### src/rtl/game_pkg.sv
// Shared game definitions: mode bus encoding and display page numbering.
// Latency: none (types and constants only).
// Backpressure: none.
package game_pkg;

  typedef enum logic [2:0] {
    MODE_IDLE      = 3'b000,
    MODE_COUNTDOWN = 3'b001,
    MODE_PLAY      = 3'b010,
    MODE_PAUSE     = 3'b011,
    MODE_FINISH    = 3'b101
  } mode_t;

  // Pages cycled through by the high-score/display unit on each score_tog.
  localparam logic [1:0] PAGE_SCORE  = 2'd0;
  localparam logic [1:0] PAGE_HITS   = 2'd1;
  localparam logic [1:0] PAGE_MISSES = 2'd2;
  localparam int         NUM_PAGES   = 3;

endpackage

### src/rtl/game_flow_ctrl_btn_edge.sv
// Rising-edge detector for an already-synchronized button level.
// Latency: combinational pulse in the cycle the level first reads 1.
// Backpressure: none; the previous sample resets to 1 so a held button is no edge.
module btn_edge (
  input  logic clk,
  input  logic n_rst,
  input  logic btn,
  output logic rise
);

  logic prev;

  // Remember last cycle's level; reset high so a button held through reset is ignored.
  always_ff @(posedge clk or negedge n_rst) begin
    if (!n_rst) prev <= 1'b1;
    else        prev <= btn;
  end

  assign rise = btn & ~prev;

endmodule

### src/rtl/game_flow_ctrl.sv
// Game sequencer: IDLE -> COUNTDOWN -> PLAY <-> PAUSE -> FINISH, with count clear and display paging.
// Latency: one cycle from a sampled input event to every (registered) output.
// Backpressure: none; buttons are edge-detected levels, song_done is a single-cycle pulse.
module game_flow_ctrl
  import game_pkg::*;
#(
  parameter int CLK_DIV     = 10_000_000,
  parameter int COUNT_SECS  = 3,
  parameter int ROTATE_SECS = 2
) (
  input  logic       clk,
  input  logic       n_rst,
  input  logic       start_btn,
  input  logic       pause_btn,
  input  logic       disp_btn,
  input  logic       song_done,
  output logic [2:0] mode,
  output logic       clr_counts,
  output logic       score_tog,
  output logic [1:0] countdown
);

  localparam int PW = $clog2(CLK_DIV);
  localparam int RW = $clog2(ROTATE_SECS + 1);
  localparam logic [PW-1:0] PRESC_MAX = PW'(CLK_DIV - 1);
  localparam logic [RW-1:0] ROT_MAX   = RW'(ROTATE_SECS - 1);
  localparam logic [1:0]    CD_INIT   = 2'(COUNT_SECS);

  mode_t         state;
  mode_t         next_state;
  logic [PW-1:0] presc;
  logic [RW-1:0] rot;
  logic [1:0]    cd_q;

  logic start_rise;
  logic pause_rise;
  logic disp_rise;
  logic sec_tick;
  logic state_chg;
  logic stay_finish;
  logic man_restart;
  logic auto_tog;

  btn_edge u_start (.clk(clk), .n_rst(n_rst), .btn(start_btn), .rise(start_rise));
  btn_edge u_pause (.clk(clk), .n_rst(n_rst), .btn(pause_btn), .rise(pause_rise));
  btn_edge u_disp  (.clk(clk), .n_rst(n_rst), .btn(disp_btn),  .rise(disp_rise));

  assign sec_tick    = (presc == PRESC_MAX);
  assign state_chg   = (next_state != state);
  assign stay_finish = (state == MODE_FINISH) && (next_state == MODE_FINISH);
  // A manual page flip in FINISH restarts the auto-rotate timeline from zero.
  assign man_restart = stay_finish && disp_rise;
  assign auto_tog    = stay_finish && sec_tick && (rot == ROT_MAX);

  // Next-state selection; priorities encode which event wins on coincidence.
  always_comb begin
    next_state = state;
    case (state)
      MODE_IDLE:      if (start_rise) next_state = MODE_COUNTDOWN;
      MODE_COUNTDOWN: if (sec_tick && (cd_q == 2'd1)) next_state = MODE_PLAY;
      MODE_PLAY: begin
        if (song_done)       next_state = MODE_FINISH;
        else if (pause_rise) next_state = MODE_PAUSE;
      end
      MODE_PAUSE: begin
        if (start_rise)      next_state = MODE_IDLE;
        else if (pause_rise) next_state = MODE_PLAY;
      end
      MODE_FINISH:    if (start_rise) next_state = MODE_COUNTDOWN;
      default:        next_state = MODE_IDLE;
    endcase
  end

  // State register; it drives the mode bus directly.
  always_ff @(posedge clk or negedge n_rst) begin
    if (!n_rst) state <= MODE_IDLE;
    else        state <= next_state;
  end

  // Second prescaler, realigned on every state change and manual flip in FINISH.
  always_ff @(posedge clk or negedge n_rst) begin
    if (!n_rst)                       presc <= '0;
    else if (state_chg || man_restart) presc <= '0;
    else if (sec_tick)                presc <= '0;
    else                              presc <= presc + 1'b1;
  end

  // Auto-rotate seconds counter, active only while remaining in FINISH.
  always_ff @(posedge clk or negedge n_rst) begin
    if (!n_rst)                          rot <= '0;
    else if (!stay_finish || man_restart) rot <= '0;
    else if (sec_tick)                   rot <= (rot == ROT_MAX) ? '0 : rot + 1'b1;
  end

  // Registered pulses and countdown value presented with the new state.
  always_ff @(posedge clk or negedge n_rst) begin
    if (!n_rst) begin
      clr_counts <= 1'b0;
      score_tog  <= 1'b0;
      cd_q       <= 2'd0;
    end else begin
      clr_counts <= (next_state == MODE_COUNTDOWN) && (state != MODE_COUNTDOWN);
      score_tog  <= disp_rise | auto_tog;
      if (next_state != MODE_COUNTDOWN)  cd_q <= 2'd0;
      else if (state != MODE_COUNTDOWN) cd_q <= CD_INIT;
      else if (sec_tick)                cd_q <= cd_q - 2'd1;
    end
  end

  assign mode      = state;
  assign countdown = cd_q;

endmodule
### config.mk
export PLATFORM = sky130hd
export DESIGN_NAME = game_flow_ctrl
export DESIGN_NICKNAME = d
export VERILOG_FILES = /design/src/rtl/game_pkg.sv /design/src/rtl/game_flow_ctrl_btn_edge.sv /design/src/rtl/game_flow_ctrl.sv
export SDC_FILE = /design/constraint.sdc
export NUM_CORES = 1
export LEC_CHECK = 0
export CORE_AREA = 2 2 53 75
export DETAILED_ROUTE_END_ITERATION = 7
export DIE_AREA = 0 0 55 77
export PLACE_DENSITY_LB_ADDON = 0.12
export REMOVE_ABC_BUFFERS = 1
export SLEW_MARGIN = 10
export SYNTH_ARGS = -nofsm -noshare
export SYNTH_HDL_FRONTEND = slang
export SYNTH_SLANG_ARGS = --single-unit
### constraint.sdc
create_clock -name clk -period 1.9 [get_ports clk]
set_input_delay 0.475 -clock clk [delete_from_list [all_inputs] [get_ports clk]]
set_output_delay 0.475 -clock clk [all_outputs]
set_load 0.05 [all_outputs]
==> flow_summary.toml <==
[timing]
max_freq_mhz = 524
finalCritPeriodShare_pct = 100
setup_ws_ns = -0.00915
layout_min_cycle_time_ns = 1.91
finalSetupViolCount = 1
setup_tns_ns = -0.00915
rsz0062_at_grt = "true"
hold_viol_final = 0
slew_violations = 0
tightest_slew_ns = 0.378
slew_headroom_pct = 74.8
finalClockSkew_ns = 0.00904

[floorplan]
core_region_area_mm2 = 0.00358
rows = 26
die_h_um = 77
io_pins = 13
dieArea_mm2 = 0.00424
die_w_um = 55
initial_core_util_pct = 50.1

[yosys]
synth_cells = 192
yosysWarnings = 0
syn-cell-area_mm2 = 0.00179
ys_seq_elements = 36
yosysSeqAreaShare_pct = 50.5
avgSynthCellArea_um2 = 9.34
yosysUniqueCellTypes = 34

[run]
cap_violations = 0

[routing]
drc = 0
vias = 1561
ant_nets = 0
wire_per_inst_um = 13.9
first_iter_violations = 45
drtPass1Iterations = 4
routed_via_density = 5.56
wirelength_mm = 3.91

[critical_path]
crit_slowest_cell = "or4_4"
reg2regPathDepth = 5
path_max_fanout = 4
crit_path_start_kind = "register"
crit_family = "simple AND/OR/NAND/NOR gates"
slowest_delay_ns = 0.45
crit_chain = "nor4_2, nand4_1, or4_4, or3b_1, a31oi_1"
timing.rr.end = "countdown[1]$_DFFE_PN0P_"
path_buf_inv = 0
cp.arrival_ns = 2.12
reg2reg_from = "presc[11]$_DFF_PN0_"
cp.required_ns = 2.11
cp-end-kind = "register"
worstSetupPathType = "reg2reg"
regToRegSetupSlack_ns = -0.009

[finish]
register_area_um2 = 905
utilization_pct = 65.8
num-fill-cells = 293
drive_gt1_share_pct = 24.3
multi_input_area_um2 = 866
finalNetCount = 246
num_antenna_cells = 0
area_delta_synth_final_pct = 31.3
final-instance-count-excl-fill = 281

[power_and_ir_drop]
ir_drop_mv = 0.939
leakage_uw = 0.00109
powerDensity_mw_per_mm2 = 998

[worst_hold_path]
worstHoldStart = "rot[0]$_DFFE_PN0P_"
hold_path.class = "reg2reg"
hold_depth = 1
hold_end = "rot[1]$_DFFE_PN0P_"

[placement]
place_ws_ns = -0.238
portBuffers = 12
placed_cells = 273
globalplace.congestion = 0.812
dp_hpwl_mm = 2.87

[global_routing]
grt_pass1_vias = 1465
grt_start_max_net_pins = 37
grt_pass1_wl_mm = 6.71
grt.overflow.total = 0
antenna_found_initial = 0
grt.total_usage_pct = 21.8

[status]
failed_checks = "negative setup slack"
status = "complete, but fails checks"

[clocking]
path_clk_slew_ns = 0.07
insertion_delay_ns = 0.29
clock_path_buffers = 2
postCtsSetupRepairBufs = 0
cts_root_buf = "clkbuf_8"
cts_tree = "yes"
hold_buffers = 0
h-tree-depth = 2
cts_buffers = 5
clock-sinks = 36
==> logic make-up (layout without fill, tap and decap cells) <==
| group | after synthesis | after routing | share of synthesized area (%) |
|---|---|---|---|
| AND/OR/NAND/NOR | 103 | 103 | 27.8 |
| flip-flops | 36 | 36 | 50.5 |
| XOR/XNOR | 23 | 23 | 11.2 |
| buffers and inverters | 11 | 58 | 2.44 |
| adder cells (fa/ha/maj) | 2 | 2 | 1.40 |
| AO/OA/AOI/OAI | 17 | 17 | 6.70 |
==> worst max path at each step <==
stage | start | to | slack, ns | depth (start not counted)
after floorplan | presc[11]$_DFF_PN0_ | countdown[1]$_DFFE_PN0P_ | -0.14 | 5
after global placement | start_btn | presc[13]$_DFF_PN0_ | -0.16 | 7
after detailed placement | start_btn | presc[2]$_DFF_PN0_ | -0.24 | 7
after CTS | presc[11]$_DFF_PN0_ | countdown[1]$_DFFE_PN0P_ | -0.04 | 5
after global routing | presc[11]$_DFF_PN0_ | countdown[1]$_DFFE_PN0P_ | -0.14 | 5
final | presc[11]$_DFF_PN0_ | countdown[1]$_DFFE_PN0P_ | -0.009 | 5
==> stage by stage <==
step / cell area, um2 / hold slack, ns / total power [uW]
2_1_floorplan: 1770 / 0.179 / 1350
3_3_place_gp: 2220 / 0.471 / 1650
3_5_place_dp: 2220 / 0.522 / 1680
4_1_cts: 2350 / 0.533 / 2360
5_1_grt: 2350 / 0.544 / 2490
6_report: 2350 / 0.518 / 2350
==> sequential cells by signal (all words and copies together) (netlist names) <==
register	cells
presc	24
rot	2
clr_counts	1
u_disp.prev	1
u_pause.prev	1
countdown	2
u_start.prev	1
mode	3
score_tog	1
==> report_power, final <==
part / switching (uW) / leakage [uW] / total [uW] / internal (uW)
logic: 418 / 0.000567 / 742 / 324
registers: 64.8 / 0.000473 / 935 / 870
clock network: 284 / 0.0000541 / 672 / 388
total: 767 / 0.00109 / 2350 / 1580
==> cell usage after synthesis (all sizes together) <==
cell	instances	area share (%)
a21o	1	0.42
or4	2	0.84
a21oi	2	0.56
o32ai	1	0.49
a22oi	1	0.42
o211ai	3	1.5
inv	6	1.3
or2	1	0.35
clkbuf	3	0.63
nand3	14	3.9
or3b	1	0.49
nor3	4	1.1
nor4	3	1.0
nand2	19	4.0
nand2b	3	1.0
dfrtp	33	46
ha	2	1.4
o21ai	3	0.84
and4bb	1	0.70
a221o	1	0.56
or3	2	0.70
dfstp	3	4.4
buf	2	0.56
a31o	1	0.49
xor2	17	8.3
and4	3	1.5
and3	2	0.70
xnor2	6	2.9
nor2	38	8.0
o22ai	1	0.35
nand4	8	2.8
nor2b	2	0.70
a31oi	3	1.0
==> per-layer routing <==
layer | global-route usage, % | share of wire (%)
met5 | 0 | 0
met1 | 27.4 | 41
met3 | 6.42 | 3.8
met2 | 33.9 | 53
met4 | 9.02 | 2.7
==> worst reg2reg max path: cells and delay by family, from the launching register on <==
kind             cells  cell delay, ns
AND/OR/NAND/NOR      4            1.24
AO/OA/AOI/OAI        1            0.18
flip-flops           1            0.41
==> cell usage in the layout (no fill, tap or decap), drive strengths merged, types with 3 or more instances in the layout <==
| cell | Yosys | final |
|---|---|---|
| and4 | 3 | 3 |
| clkdlybuf4s50 | 0 | 5 |
| inv | 6 | 6 |
| nand2 | 19 | 19 |
| xnor2 | 6 | 6 |
| o211ai | 3 | 3 |
| nand4 | 8 | 8 |
| nor2 | 38 | 38 |
| xor2 | 17 | 17 |
| o21ai | 3 | 3 |
| clkbuf | 3 | 5 |
| buf | 2 | 39 |
| dfstp | 3 | 3 |
| nand3 | 14 | 14 |
| nand2b | 3 | 3 |
| nor3 | 4 | 4 |
| a31oi | 3 | 3 |
| dfrtp | 33 | 33 |
| nor4 | 3 | 3 |
==> area by class of cell <==
class | count | share of cell area, %
sequential | 36 | 38.4
multi-input combinational | 145 | 36.8
clock buffer | 5 | 2.92
inverter | 6 | 0.957
clock inverter | 3 | 1.81
timing repair buffer | 44 | 16.9
tap | 42 | 2.23
==> timing repair <==
action / CTS / global route
endpoints found under the setup margin: 29 / 27
gates resized for setup: 4 / 2
pin swaps: 6 / 5
Note: power is estimated with default switching activity, not from simulation.
